**src/rtl/fetch_unit_pkg.sv**
```systemverilog
// Shared constants and types for the instruction-fetch stage.
// The address range check is built only when FETCH_ADDR_CHECK_EN is defined.
package fetch_unit_pkg;

    localparam logic [31:0] PC_INIT_DEFAULT = 32'h0000_3000;
    localparam logic [31:0] NOP_INSTR       = 32'h0000_0000;
    localparam logic [4:0]  EXC_ADEL        = 5'd4;

    // Per-cycle behaviour of the stage, decoded from stall/flush with no flop behind it.
    typedef enum logic [1:0] {
        RUN    = 2'd0,
        HOLD   = 2'd1,
        BUBBLE = 2'd2
    } fetch_mode_e;

    typedef struct packed {
        logic [31:0] instr;
        logic [31:0] pc;
        logic [31:0] pc8;
        logic        valid;
        logic        exc;
    } if_id_t;

endpackage

```
**src/rtl/fetch_unit_if.sv**
```systemverilog
// Instruction-memory port: fetch address out, instruction word back in the same cycle.
interface fetch_unit_if;

    logic [31:0] im_addr;
    logic [31:0] im_instr;

    modport master (output im_addr, input im_instr);
    modport slave  (input im_addr, output im_instr);

endinterface

```
**src/rtl/fetch_unit_if_id_reg.sv**
```systemverilog
// IF/ID pipeline register: reset > hold > bubble > load.
module if_id_reg
    import fetch_unit_pkg::*;
(
    input  logic        clk,
    input  logic        reset,
    input  fetch_mode_e i_mode,
    input  if_id_t      i_entry,
    output if_id_t      o_q
);

    if_id_t r_q;

    always_ff @(posedge clk) begin
        if (reset) begin
            r_q <= '0;
        end else begin
            unique case (i_mode)
                HOLD:   r_q <= r_q;
                // A bubble still records the PC it displaced, so later stages can see where it sat.
                BUBBLE: r_q <= '{instr: NOP_INSTR, pc: i_entry.pc, pc8: i_entry.pc8,
                                 valid: 1'b0, exc: 1'b0};
                RUN:    r_q <= i_entry;
                default: r_q <= r_q;
            endcase
        end
    end

    assign o_q = r_q;

endmodule

```
**src/rtl/fetch_unit.sv**
```systemverilog
// Fetch stage: PC register, next-PC select, IF/ID load and fetch counter.
// Define FETCH_ADDR_CHECK_EN to flag misaligned or out-of-range fetch addresses on exc_d.
module fetch_unit
    import fetch_unit_pkg::*;
#(
    parameter logic [31:0] PC_INIT  = PC_INIT_DEFAULT,
    parameter int          IM_DEPTH = 4096
) (
    input  logic               clk,
    input  logic               reset,
    input  logic               stall,
    input  logic               flush,
    input  logic               redirect,
    input  logic [31:0]        redirect_pc,
    fetch_unit_if.master       imem,
    output logic [31:0]        instr_d,
    output logic [31:0]        pc_d,
    output logic [31:0]        pc8_d,
    output logic               valid_d,
    output logic               exc_d,
    output logic [31:0]        fetch_cnt
);

    generate
        if (IM_DEPTH < 1) begin : g_bad_depth
            $error("fetch_unit: IM_DEPTH must be at least 1");
        end
    endgenerate

    logic [31:0] r_pc;
    logic [31:0] w_pc_next;
    logic [31:0] r_fetch_cnt;
    logic        w_bad;
    fetch_mode_e w_mode;
    if_id_t      w_entry;
    if_id_t      w_if_id;

    always_comb begin
        w_mode = RUN;
        if (stall) begin
            w_mode = HOLD;
        end else if (flush) begin
            w_mode = BUBBLE;
        end
    end

    // Stall blocks redirect too; ID keeps the redirect asserted until the stall lifts.
    always_comb begin
        w_pc_next = r_pc + 32'd4;
        if (stall) begin
            w_pc_next = r_pc;
        end else if (redirect) begin
            w_pc_next = redirect_pc;
        end
    end

    always_ff @(posedge clk) begin
        if (reset) begin
            r_pc <= PC_INIT;
        end else begin
            r_pc <= w_pc_next;
        end
    end

`ifdef FETCH_ADDR_CHECK_EN
    localparam logic [32:0] PC_END = {1'b0, PC_INIT} + 33'(4 * IM_DEPTH);

    assign w_bad = (r_pc[1:0] != 2'b00) || (r_pc < PC_INIT) || ({1'b0, r_pc} >= PC_END);
`else
    assign w_bad = 1'b0;
`endif

    assign w_entry = '{instr: (w_bad ? NOP_INSTR : imem.im_instr),
                       pc:    r_pc,
                       pc8:   r_pc + 32'd8,
                       valid: 1'b1,
                       exc:   w_bad};

    if_id_reg u_if_id_reg (
        .clk     (clk),
        .reset   (reset),
        .i_mode  (w_mode),
        .i_entry (w_entry),
        .o_q     (w_if_id)
    );

    always_ff @(posedge clk) begin
        if (reset) begin
            r_fetch_cnt <= '0;
        end else if (w_mode == RUN) begin
            r_fetch_cnt <= r_fetch_cnt + 32'd1;
        end
    end

    assign imem.im_addr = r_pc;
    assign instr_d      = w_if_id.instr;
    assign pc_d         = w_if_id.pc;
    assign pc8_d        = w_if_id.pc8;
    assign valid_d      = w_if_id.valid;
    assign exc_d        = w_if_id.exc;
    assign fetch_cnt    = r_fetch_cnt;

endmodule

```
**src/flat_wrapper.sv**
```systemverilog
// flat-port wrapper written by rule: the top's interface ports become plain ports
module fetch_unit_flat import fetch_unit_pkg::*;
#(
    parameter logic [31:0] PC_INIT  = PC_INIT_DEFAULT,
    parameter int          IM_DEPTH = 4096
)
  (clk, reset, stall, flush, redirect, redirect_pc, instr_d, pc_d, pc8_d, valid_d, exc_d, fetch_cnt, imem_im_addr, imem_im_instr);
  fetch_unit_if imem_i ();
  input  logic clk;
  input  logic reset;
  input  logic stall;
  input  logic flush;
  input  logic redirect;
  input  logic [31:0] redirect_pc;
  output logic [31:0] instr_d;
  output logic [31:0] pc_d;
  output logic [31:0] pc8_d;
  output logic valid_d;
  output logic exc_d;
  output logic [31:0] fetch_cnt;
  output wire logic [$bits(imem_i.im_addr)-1:0] imem_im_addr;
  input wire logic [$bits(imem_i.im_instr)-1:0] imem_im_instr;
  assign imem_im_addr = imem_i.im_addr;
  assign imem_i.im_instr = imem_im_instr;
  fetch_unit #(.PC_INIT(PC_INIT), .IM_DEPTH(IM_DEPTH)) u_core (.clk(clk), .reset(reset), .stall(stall), .flush(flush), .redirect(redirect), .redirect_pc(redirect_pc), .imem(imem_i), .instr_d(instr_d), .pc_d(pc_d), .pc8_d(pc8_d), .valid_d(valid_d), .exc_d(exc_d), .fetch_cnt(fetch_cnt));
endmodule
```
**config.mk**
```make
export PLATFORM = sky130hd
export DESIGN_NAME = fetch_unit_flat
export DESIGN_NICKNAME = d
export VERILOG_FILES = /design/src/rtl/fetch_unit_pkg.sv /design/src/rtl/fetch_unit_if.sv /design/src/rtl/fetch_unit_if_id_reg.sv /design/src/rtl/fetch_unit.sv /design/src/flat_wrapper.sv
export SDC_FILE = /design/constraint.sdc
export NUM_CORES = 1
export LEC_CHECK = 0
export BUFFER_PORTS_ARGS = -buffer_cell sky130_fd_sc_hd__buf_2
export CAP_MARGIN = 0
export CORE_UTILIZATION = 52
export DETAILED_ROUTE_END_ITERATION = 8
export GPL_ROUTABILITY_DRIVEN = 0
export PLACE_DENSITY = 0.81
export SLEW_MARGIN = 20
export SYNTH_ARGS = -nofsm -noshare
export SYNTH_HDL_FRONTEND = slang
export SYNTH_SLANG_ARGS = --single-unit
export TNS_END_PERCENT = 50
```
**constraint.sdc**
```tcl
create_clock -name clk -period 2.4 [get_ports clk]
set_input_delay 0.48 -clock clk [delete_from_list [all_inputs] [get_ports clk]]
set_output_delay 0.48 -clock clk [all_outputs]
set_load 0.02 [all_outputs]
```
==> flow_results.org <==
** Status
- The run finished with clean final reports.

** Timing
- For the final routed database, the setup TNS stands at 0 ps.
- The number of hold-slack violations in the final timing report was 0.
- Measured against its own limit, the worst slew margin works out to 0.586.
- Setup violations remaining at the end of the flow were counted as 0.
- The final number of max-transition violations was 0.
- Hold_ws :: 283 ps
- Setup repair after global routing left no endpoint under its margin.
- Final period demand of the worst path :: approximately 2100 ps
- Dividing the final minimum period by the clock period gives 0.874.
- FMAX :: 477 MHz
- Actual transition at the worst max-transition pin :: about 620 ps
- On the final layout, the worst clock skew is roughly 4.5 ps.

** Yosys
- In the synthesized netlist the dominant register cell turns out to be sky130_fd_sc_hd__dfxtp_1.
- The number of nets in the synthesized netlist is between 900 and 1000.
- Post-synthesis sequential element count :: approximately 160
- Async set or reset register ratio after synthesis :: 0
- After synthesis, the most frequently instantiated cells are sky130_fd_sc_hd__dfxtp_1, sky130_fd_sc_hd__nor2_1, sky130_fd_sc_hd__clkbuf_1.
- In this run the mean area of a mapped cell was ~8.5 um^2.
- Most repeated cell in the gate-level netlist after synthesis :: sky130_fd_sc_hd__dfxtp_1
- Of the post-synthesis cell area, the dominant cell type holds 0.426.
- Sequential-to-total area share from yosys stat :: 0.426
- Gate Count Post-Synth :: around 870
- Post-synth design cell area :: 7420 um^2
- The netlist uses between 50 and 60 different library cells.
- By area the synthesized netlist is led by sky130_fd_sc_hd__dfxtp_1, sky130_fd_sc_hd__nor2_1, sky130_fd_sc_hd__mux2i_1.
- Library cell occupying the most area in the post-synthesis netlist :: sky130_fd_sc_hd__dfxtp_1
- Number of enable-type register cells in the synthesized netlist :: 0
- For this run, the number of Yosys warnings is 0.

** Drt
- First-pass iteration count of the detailed router :: 5
- Starting DRT DRC Count :: 487
- Total routed wirelength :: ~21 mm
- Remaining design rule violation count :: 0
- Routed via count divided by cell count :: 5.65
- The count of nets left with antenna violations once routing finished came out at 0.
- Post-detailed-route wirelength per cell :: ~17 um
- The routed layout has around 7000 vias.

** Setup path
- By startpoint and endpoint, the worst setup path is classified as register to register.
- Data on the critical path is required at its endpoint by 2700 ps.
- CP arrival :: about 2400 ps
- Walking the worst path, the cells encountered are ha_1 > nand3_1 > or2_1 > or4b_1 > a21oi_1 > nor3_1.
- STA classifies the critical path startpoint as a register.
- Along the worst path, the maximum fanout reaches 7.
- Nature of the critical path endpoint :: register
- Slack of the worst reg-to-reg path :: around 300 ps
- On the critical path, the stage with the largest delay is an instance of sky130_fd_sc_hd__or4b_1.
- In this run the critical register-to-register path is launched from u_core.imem.im_addr[4].
- Worst Reg2Reg Path Length in Cells :: 6
- The endpoint identified for the worst register-to-register timing path is u_core.imem.im_addr[11].
- The largest single stage delay on the critical path is around 500 ps.

** Hold path
- The path with the worst hold slack has its endpoint at u_core.u_if_id_reg.o_q[69].
- Hold path startpoint :: imem_im_instr[3]
- The min-delay analysis places its worst path in the category input port to register.
- The worst hold path was traced through 3 stages.

** Cells and area
- Summing all flip-flop and latch instances after layout gives approximately 3200 um^2.
- At the end of the flow, the number of nets in the layout was 1124.
- Fraction of final layout cells with drive strength greater than 1 :: 0.305
- The filler cells instantiated in the layout total between 1000 and 1500.
- In the final layout, the multi-input gates occupy about 3600 um^2.
- From synthesis to final layout, the design area changed by 24.0%.
- Final core utilization :: 0.663

** Power and ir drop
- Part of the total power dissipated in the clock network :: 0.445
- Cell Pwr Density :: just under 700 nW/um^2
- Of the total power, the share spent switching nets is 0.261.
- Total net switching power :: ~1700 uW
- The share of total power dissipated in sequential elements is 0.442.
- Comb pwr share :: 0.113
- Leakage :: a little under 0.004 uW
- PnR Total Power :: roughly 6300 uW
- The internal power of the cells totals 4690 uW.
- Across the VDD grid, the largest voltage drop is between 0.4 and 0.5 mV.

** Floorplan
- The floorplan step set the die height to 121 um.
- The floorplan step defined a die boundary enclosing between 10000 and 15000 um^2.
- I/O pin count :: roughly 230
- Effective utilization at floorplan :: 0.535
- From left edge to right edge, the die measures about 120 um.
- Row generation in the floorplan step produced 43 rows.
- The total area inside the core boundary comes to about 14000 um^2.

** GRT
- Total overflow reported by the global router :: 0
- In the global route stage, overall resource usage came out at 0.282.
- The via count of the first global-routing pass is between 6000 and 7000.
- Pin count of the biggest net entering global routing :: 45
- Number of antenna violations at the first check in global routing :: 1
- The first global-routing pass estimated 32.4 mm of wire.

** Clocking
- In this run, post-CTS repair resized a total of 0 instances.
- TritonCTS built the clock tree.
- The later pin in the worst-skew pair is clocked with a latency of between 400 and 500 ps.
- CTS placed an instance of sky130_fd_sc_hd__clkbuf_16 at the clock tree root.
- Clock-pin slew was measured on the worst setup and hold paths at 60 ps.
- Post-CTS timing repair inserted 0 buffers for setup.
- Clock Path Buffers :: 2
- Number of buffers inserted for hold repair after clock tree synthesis :: 0
- Clk sink count :: around 160
- Number of clock buffers inserted by TritonCTS :: 17
- The clock tree synthesis step divided the H-tree into 4 levels.

** Placement
- The count of buffers added on input and output ports is 229.
- Post-DP HPWL :: roughly 15 mm

** Job
- Max-cap check violation count :: 0
## power groups by stage
stage / clock, uW / sequential [uW] / combinational [uW]
floorplan: 0 / 2910 / 425
detailed placement: 0 / 2860 / 712
global route: 2950 / 2820 / 777
finish: 2830 / 2800 / 718
CTS: 2840 / 2800 / 714
global placement: 0 / 2860 / 703
## worst max path at each step
stage | startpoint | endpoint
finish | u_core.imem.im_addr[4] | u_core.imem.im_addr[11]
floorplan | u_core.imem.im_addr[4] | u_core.imem.im_addr[11]
global route | u_core.imem.im_addr[24] | u_core.imem.im_addr[29]
detailed placement | stall | u_core.fetch_cnt[19]
global placement | stall | u_core.fetch_cnt[19]
CTS | u_core.imem.im_addr[3] | u_core.imem.im_addr[11]
## worst max-delay path: cells and delay by family (launching register included)
family	cells	cell delay, ps
AND/OR/NAND/NOR	4	1150
adder cells (fa/ha/maj)	1	320
flip-flops	1	340
AO/OA/AOI/OAI	1	160
## registers in the layout, indices dropped and copies added (netlist names)
register	cells
u_core.fetch_cnt	32
u_core.imem.im_addr	32
u_core.u_if_id_reg.o_q	94
## layout by cell type, fill, tap and decap left out, drive strengths merged, types with 11 or more instances in the layout
cell / count
buf: 276
dfxtp: 158
nor2: 150
a21oi: 45
nand2: 42
a22oi: 40
xnor2: 36
mux2i: 32
o21ai: 23
nor3: 23
nand3: 21
nand4: 20
a211oi: 19
clkbuf: 19
nor4: 19
or3: 16
inv: 15
xor2: 11
## per-stage QoR
stage	instances	instance area [um^2]	worst slack [ps]
floorplan	871	7420	352
global placement	1213	8580	302
detailed placement	1213	8580	306
CTS	1245	9190	321
global route	1245	9190	47.4
finish	1247	9200	302
## cell families after synthesis
| group | Yosys count | share of synthesized area |
|---|---|---|
| and+or+nand+nor | 326 | 0.221 |
| xor gates and xnor gates | 47 | 0.0555 |
| buffers and inverters | 128 | 0.0862 |
| muxes | 35 | 0.0477 |
| adders and majority gates | 3 | 0.00506 |
| other | 1 | 0.000505 |
| DFF | 158 | 0.426 |
| AOI/OAI and AO/OA | 173 | 0.158 |
## final cells by class
| cell class | instances | area share |
|---|---|---|
| multi-input cells | 585 | 0.393 |
| flip-flops and latches | 158 | 0.344 |
| repair buffers | 276 | 0.165 |
| clock buffers | 19 | 0.0492 |
| well taps | 180 | 0.0245 |
| clock inverters | 13 | 0.0178 |
| inverters | 14 | 0.00571 |
| diodes | 2 | 0.000544 |
## per-layer routing
metal	wire length (um)	track usage	vias to the layer above	part of all wire
met2	9620	0.443	343	0.46
met3	1630	0.0681	44	0.078
met5	0	0	-	0
met4	574	0.137	0	0.027
met1	9050	0.361	3261	0.43
li1	-	-	3395	-
(Power assumes the default switching activity.)
